===== src/rtl/ro_freq_meter.sv =====
// ro_freq_meter: multi-channel ring-oscillator frequency meter.
// One ring at a time is enabled, allowed to settle, and its synchronised
// tap edges are counted over a programmable gate window. The result is
// held for parallel read or MSB-first serial shift-out.
// Optional feature: define RO_METER_SATURATE_EN to make the counter
// saturate with a sticky overflow flag; otherwise it wraps and ovf_o is 0.
module ro_freq_meter #(
  parameter int CHANNELS   = 4,
  parameter int CNT_W      = 16,
  parameter int GATE_W     = 12,
  parameter int SETTLE_CYC = 8,
  localparam int CH_W      = (CHANNELS > 1) ? $clog2(CHANNELS) : 1
) (
  input  logic                clk_i,
  input  logic                reset_i,
  input  logic                start_i,
  input  logic [CH_W-1:0]     chan_sel_i,
  input  logic [GATE_W-1:0]   gate_len_i,
  input  logic [CHANNELS-1:0] ring_tap_i,
  output logic [CHANNELS-1:0] ring_ena_o,
  output logic                busy_o,
  output logic                done_o,
  output logic [CNT_W-1:0]    count_o,
  output logic                ovf_o,
  input  logic                shift_i,
  output logic                sout_o
);

  localparam int SET_W = $clog2(SETTLE_CYC + 1);
  localparam int TMR_W = (GATE_W > SET_W) ? GATE_W : SET_W;
  localparam logic [CH_W:0] CH_LIM = (CH_W + 1)'(CHANNELS);

  typedef enum logic [1:0] {
    ST_IDLE   = 2'd0,
    ST_SETTLE = 2'd1,
    ST_GATE   = 2'd2,
    ST_DONE   = 2'd3
  } state_t;

  state_t              state_q;
  logic [CH_W-1:0]     ch_q;
  logic [GATE_W-1:0]   gate_q;
  logic [TMR_W-1:0]    tmr_q;
  logic [CHANNELS-1:0] ring_ena_q;
  logic                busy_q;
  logic                done_q;
  logic [CNT_W-1:0]    count_q;
  logic                ovf_q;
  logic                sync1_q, sync2_q, sync3_q;

  logic [CH_W-1:0]     ch_d;
  logic [CHANNELS-1:0] ena_d;
  logic                tap_sel_s;
  logic                edge_s;
  logic                start_ok_s;
  logic [GATE_W-1:0]   gate_m1_s;
  logic [CNT_W-1:0]    count_d;
  logic                sat_hit_s;

  // Channel decode (out-of-range -> channel 0), one-hot enable and tap mux.
  always_comb begin
    ch_d      = ({1'b0, chan_sel_i} >= CH_LIM) ? {CH_W{1'b0}} : chan_sel_i;
    ena_d     = {CHANNELS{1'b0}};
    tap_sel_s = 1'b0;
    for (int i = 0; i < CHANNELS; i++) begin
      if (ch_d == CH_W'(i)) begin
        ena_d[i] = 1'b1;
      end
      if (ch_q == CH_W'(i)) begin
        tap_sel_s = ring_tap_i[i];
      end
    end
    edge_s     = sync2_q & ~sync3_q;
    start_ok_s = start_i && ((state_q == ST_IDLE) || (state_q == ST_DONE));
    // gate_len of 0 wraps to all-ones, i.e. a 2^GATE_W cycle window.
    gate_m1_s  = gate_q - GATE_W'(1);
  end

  // Next counter value: saturating or wrapping depending on build option.
  always_comb begin
`ifdef RO_METER_SATURATE_EN
    if (count_q == {CNT_W{1'b1}}) begin
      count_d   = count_q;
      sat_hit_s = 1'b1;
    end else begin
      count_d   = count_q + CNT_W'(1);
      sat_hit_s = 1'b0;
    end
`else
    count_d   = count_q + CNT_W'(1);
    sat_hit_s = 1'b0;
`endif
  end

  // Free-running synchroniser plus edge-detect stage on the selected tap.
  always_ff @(posedge clk_i) begin
    if (reset_i) begin
      sync1_q <= 1'b0;
      sync2_q <= 1'b0;
      sync3_q <= 1'b0;
    end else begin
      sync1_q <= tap_sel_s;
      sync2_q <= sync1_q;
      sync3_q <= sync2_q;
    end
  end

  // Measurement FSM with registered outputs, counter and shift register.
  always_ff @(posedge clk_i) begin
    if (reset_i) begin
      state_q    <= ST_IDLE;
      ch_q       <= {CH_W{1'b0}};
      gate_q     <= {GATE_W{1'b0}};
      tmr_q      <= {TMR_W{1'b0}};
      ring_ena_q <= {CHANNELS{1'b0}};
      busy_q     <= 1'b0;
      done_q     <= 1'b0;
      count_q    <= {CNT_W{1'b0}};
      ovf_q      <= 1'b0;
    end else if (start_ok_s) begin
      // Start has priority over shift in DONE.
      state_q    <= ST_SETTLE;
      ch_q       <= ch_d;
      gate_q     <= gate_len_i;
      tmr_q      <= TMR_W'(SETTLE_CYC);
      ring_ena_q <= ena_d;
      busy_q     <= 1'b1;
      done_q     <= 1'b0;
      count_q    <= {CNT_W{1'b0}};
      ovf_q      <= 1'b0;
    end else begin
      case (state_q)
        ST_IDLE: begin
          state_q <= ST_IDLE;
        end
        ST_SETTLE: begin
          if (tmr_q == {TMR_W{1'b0}}) begin
            state_q <= ST_GATE;
            tmr_q   <= TMR_W'(gate_m1_s);
          end else begin
            tmr_q <= tmr_q - TMR_W'(1);
          end
        end
        ST_GATE: begin
          if (edge_s) begin
            count_q <= count_d;
            ovf_q   <= ovf_q | sat_hit_s;
          end
          if (tmr_q == {TMR_W{1'b0}}) begin
            state_q    <= ST_DONE;
            ring_ena_q <= {CHANNELS{1'b0}};
            busy_q     <= 1'b0;
            done_q     <= 1'b1;
          end else begin
            tmr_q <= tmr_q - TMR_W'(1);
          end
        end
        ST_DONE: begin
          if (shift_i) begin
            count_q <= count_q << 1;
          end
        end
        default: begin
          state_q <= ST_IDLE;
        end
      endcase
    end
  end

  assign ring_ena_o = ring_ena_q;
  assign busy_o     = busy_q;
  assign done_o     = done_q;
  assign count_o    = count_q;
  assign ovf_o      = ovf_q;
  assign sout_o     = count_q[CNT_W-1];

endmodule


===== config.mk =====
export PLATFORM = sky130hd
export DESIGN_NAME = ro_freq_meter
export DESIGN_NICKNAME = d
export VERILOG_FILES = /design/src/rtl/ro_freq_meter.sv
export SDC_FILE = /design/constraint.sdc
export NUM_CORES = 1
export LEC_CHECK = 0
export ABC_AREA = 1
export BUFFER_PORTS_ARGS = -buffer_cell sky130_fd_sc_hd__buf_2
export CAP_MARGIN = 25
export CORE_ASPECT_RATIO = 1.5
export CORE_UTILIZATION = 39
export DETAILED_ROUTE_END_ITERATION = 16
export PLACE_DENSITY = 0.66
export REMOVE_ABC_BUFFERS = 1
export SLEW_MARGIN = 0
export SYNTH_ARGS = -nofsm -noshare
export SYNTH_HDL_FRONTEND = slang
export SYNTH_SLANG_ARGS = --single-unit

===== constraint.sdc =====
create_clock -name clk_i -period 3.28 [get_ports clk_i]
set_input_delay 0 -clock clk_i [delete_from_list [all_inputs] [get_ports clk_i]]
set_output_delay 0 -clock clk_i [all_outputs]
set_load 0.005 [all_outputs]

==> impl.org <==
** Outcome
- The flow ran to the end, and the final reports show no timing, DRC or antenna violations.

** Global routing
- The total overflow left after global routing is 0.
- Total routing usage reported by global routing :: 18.6%
- The via count of the first global-routing pass was between 2000 and 3000.
- Maximum number of pins on one net before global-route repair :: 30
- Wire length of the first global-routing pass :: ~12000 um
- Initial antenna violation count :: 0

** Logic synthesis
- Cells after Synth :: ~480
- Proportion of register bits with asynchronous set or reset after synthesis :: 0%
- By count the netlist is led by nand2_1 (111), nand3_1 (55), dfxtp_1 (53).
- Number of synthesized flops with an enable pin :: 0
- Share of the synthesized area in the top cell type :: roughly a third
- The netlist uses 41 different library cells.
- Library cell with the largest summed area after synthesis :: dfxtp_1
- Prevailing post-synth register cell :: dfxtp_1
- Seq/Total Area, Yosys :: approximately a third
- Ranked by total cell area, the synthesized netlist is headed by dfxtp_1 (34%), nand2_1 (13%), nand3_1 (8.8%), a21oi_1 (6.5%), nor2_1 (6.0%).
- In this run the mean area of a mapped cell was between 6 and 7 um2.
- Synthesis warning total :: 0
- Post-Synthesis Cell Area :: ~0.0031 mm2
- Flops & latches, synth :: between 50 and 60
- nand2_1 is the most common cell in the netlist.

** Job
- The tool flagged a number of max-cap violations equal to 0.

** Worst setup path
- The slowest stage of the critical path is the inv_1 cell.
- The most numerous cell type found on the critical path is inv_1.
- For this run, the slowest stage of the critical path takes approximately 0.55 ns.
- Start-to-end type of the worst setup path :: flop to flop
- Type of destination of the critical path :: flop
- Across all register-to-register paths, the minimum setup slack is around 1.1 ns.
- Crit-path max FO :: 29
- Data on the critical path arrives at its endpoint at roughly 2.4 ns.
- In this run the worst setup path begins at state_q[0]$_SDFFE_PP0P_.
- Endpoint of the most critical register-to-register path :: ring_ena_o[3]$_SDFFE_PP0P_
- The most critical setup path has its endpoint at ring_ena_o[3]$_SDFFE_PP0P_.
- The critical path goes through inv_1, ha_1, nor2_2, inv_1, nand2_1, o21ai_1, nand3_1, o21ai_0.
- Reg2reg start :: state_q[0]$_SDFFE_PP0P_
- CP required :: roughly 3.5 ns
- Element type at the critical path start :: flop
- Measured in cells, the most critical reg-to-reg path has a length of 8.

** Die
- Once the floorplan was initialized, standard cells occupied between 40% and 50% of the core.
- From bottom edge to top edge, the die measures ~110 um.
- The die covers 0.00844 mm2.
- In this run the count of I/O pins placed on the die edge is 46.
- Die X :: around 75 um
- The total area inside the core boundary comes to roughly 0.0077 mm2.
- After floorplanning, the core was divided into 39 placement rows.

** Clock tree
- Clock Pin Slew Worst Setup and Hold Paths :: 0.07 ns
- Root buf cell :: clkbuf_16
- After clock tree synthesis, the flow added hold-fix buffers numbering 16.
- # H-tree levels :: 2
- Number of buffers between clock root and the deepest sink :: 2
- Post-CTS setup-driven buffer insertion count :: 0
- Clock latency on the worst-skew pair :: about 0.30 ns
- Number of buffers inserted during clock tree synthesis :: 5
- CTS tree :: yes
- Clock sink total :: 53
- Post-CTS sizing :: 0

** Detailed routing
- Remaining design rule violation count :: 0
- In the routed layout, each cell is associated on average with a via count of ~5.0.
- After detailed routing, the average wire length per cell comes to approximately 12 um.
- For this block, the initial DRC count from the detailed router was approximately 130.
- Total number of vias :: about 3100
- Wires add up to around 7400 um.
- Pre-antenna DRT Iters :: 5
- Antenna Violating Nets Remaining :: 0

** Timing
- The routed design could run at a clock period as short as around 2.2 ns.
- For the pin with the worst max-slew slack, the measured transition is 0.829 ns.
- Relative slew margins :: 44.7%
- Hold is met by between 0.005 and 0.006 ns.
- After routing, the total negative slack on setup checks comes to 0 ns.
- The total count of max-transition violations in the final report came to 0.
- Fmax :: roughly 0.45 GHz
- Setup violation total in the final timing report :: 0
- Layout Skew :: about 0.010 ns
- The number of failing hold endpoints at the final stage came to 0.
- Setup repair after global routing left no endpoint under its margin.
- Share of the clock period used by the worst path :: between 60% and 70%

** Layout
- Layout cells sized above 1 :: roughly 15%
- Fin area :: between 0.003 and 0.004 mm2
- Finished Layout Cells :: ~630
- Synth-to-Final Area Change :: 17.4%
- Number of antenna diodes :: 0
- After the last flow step, the layout net total stands at between 500 and 600.
- Fill cells in the final layout number 824.

** Pwr
- Static power due to leakage :: 1.62 nW
- The worst-case IR drop observed on VDD is slightly below 0.5 mV.
- Dividing total power by cell area gives a power density of between 900 and 1000 mW/mm2.

** Place
- Post-place instance area :: 0.00338 mm2
- The count of buffers added on input and output ports is 44.
- Sum of net half-perimeters after detailed placement :: between 5000 and 6000 um
- At the end of routability-driven placement, the weighted congestion stood at 0.866.
- Once placement completed, the tool counted placed cells totaling 605.

** Worst hold path
- The path class of the tightest hold or removal check is input pin to flop.
==> layout by cell type (no fill, tap or decap), drive strengths merged, types with 7 or more instances in the layout <==
| master | instances |
|---|---|
| buf | 44 |
| dlygate4sd3 | 16 |
| nand2 | 114 |
| o21ai | 37 |
| xor2 | 7 |
| inv | 53 |
| dfxtp | 53 |
| a21oi | 41 |
| ha | 8 |
| nand3 | 57 |
| nor2 | 59 |
| nor3 | 8 |
==> cell families (layout without fill, tap and decap cells) <==
group | count (synthesis) | count (layout) | synth area share [%]
adder cells (fa/ha/maj) | 8 | 8 | 3.18
AND/OR/NAND/NOR | 251 | 251 | 35.8
other | 1 | 1 | 0.119
AO/OA/AOI/OAI | 85 | 85 | 15.0
XOR/XNOR | 8 | 8 | 2.23
flip-flops | 53 | 53 | 33.7
buffers and inverters | 69 | 121 | 10.0
==> cell type report <==
class / count / area (um2) / share of cell area [%]
multi-input cells: 353 / 1770 / 47.9
flip-flops and latches: 53 / 1060 / 28.7
repair buffers: 60 / 380 / 10.3
inverters: 53 / 201 / 5.46
clock buffers: 6 / 139 / 3.76
well taps: 102 / 128 / 3.46
clock inverters: 2 / 13.8 / 0.373
==> critical path: cells and delay by family (launching register included) <==
kind / cells / cell delay (ns)
compound gates: 2 / 0.35
fa+ha+maj: 1 / 0.39
simple gates: 3 / 0.39
buf+inv: 2 / 0.64
flops: 1 / 0.36
==> report_power, final <==
part	total [W]	switching [W]	internal, W
sequential	0.000903	0.000117	0.000787
clock	0.000547	0.000242	0.000304
combinational	0.00199	0.00132	0.000674
total	0.00344	0.00168	0.00177
==> state kept, by name, summed over array words and instances, names as in the netlist <==
name / flops
busy_o: 1
ch_q: 2
count_o: 16
done_o: 1
gate_q: 12
ring_ena_o: 4
state_q: 2
sync1_q: 1
sync2_q: 1
sync3_q: 1
tmr_q: 12
==> through the flow <==
stage	total power, W	utilization (%)	setup WS, ns
final	0.00344	47.9	1.06
after global routing	0.00377	47.9	0.760
after CTS	0.00348	47.9	1.06
after detailed placement	0.00289	43.8	1.08
after global placement	0.00288	43.8	1.13
after floorplan	0.00246	-	1.50
==> worst min path at each step <==
stage	start	to	slack, ns	cells past startpoint
6_report	gate_len_i[0]	gate_q[0]$_SDFFE_PP0P_	0.005	3
5_1_grt	gate_len_i[0]	gate_q[0]$_SDFFE_PP0P_	0.02	3
4_1_cts	gate_len_i[0]	gate_q[0]$_SDFFE_PP0P_	0.01	3
3_5_place_dp	chan_sel_i[1]	ring_ena_o[1]$_SDFFE_PP0P_	0.28	2
3_3_place_gp	chan_sel_i[1]	ring_ena_o[1]$_SDFFE_PP0P_	0.26	2
2_1_floorplan	reset_i	busy_o$_SDFFE_PP0P_	0.07	1
==> routing by layer <==
metal	global-route usage [%]	up-vias	wire, um
met5	0	-	0
met4	8.52	0	174
met3	3.08	17	200
met2	33.8	63	3960
met1	20.0	1415	3110
li1	-	1649	-
Note: power is estimated with default switching activity, not from simulation.
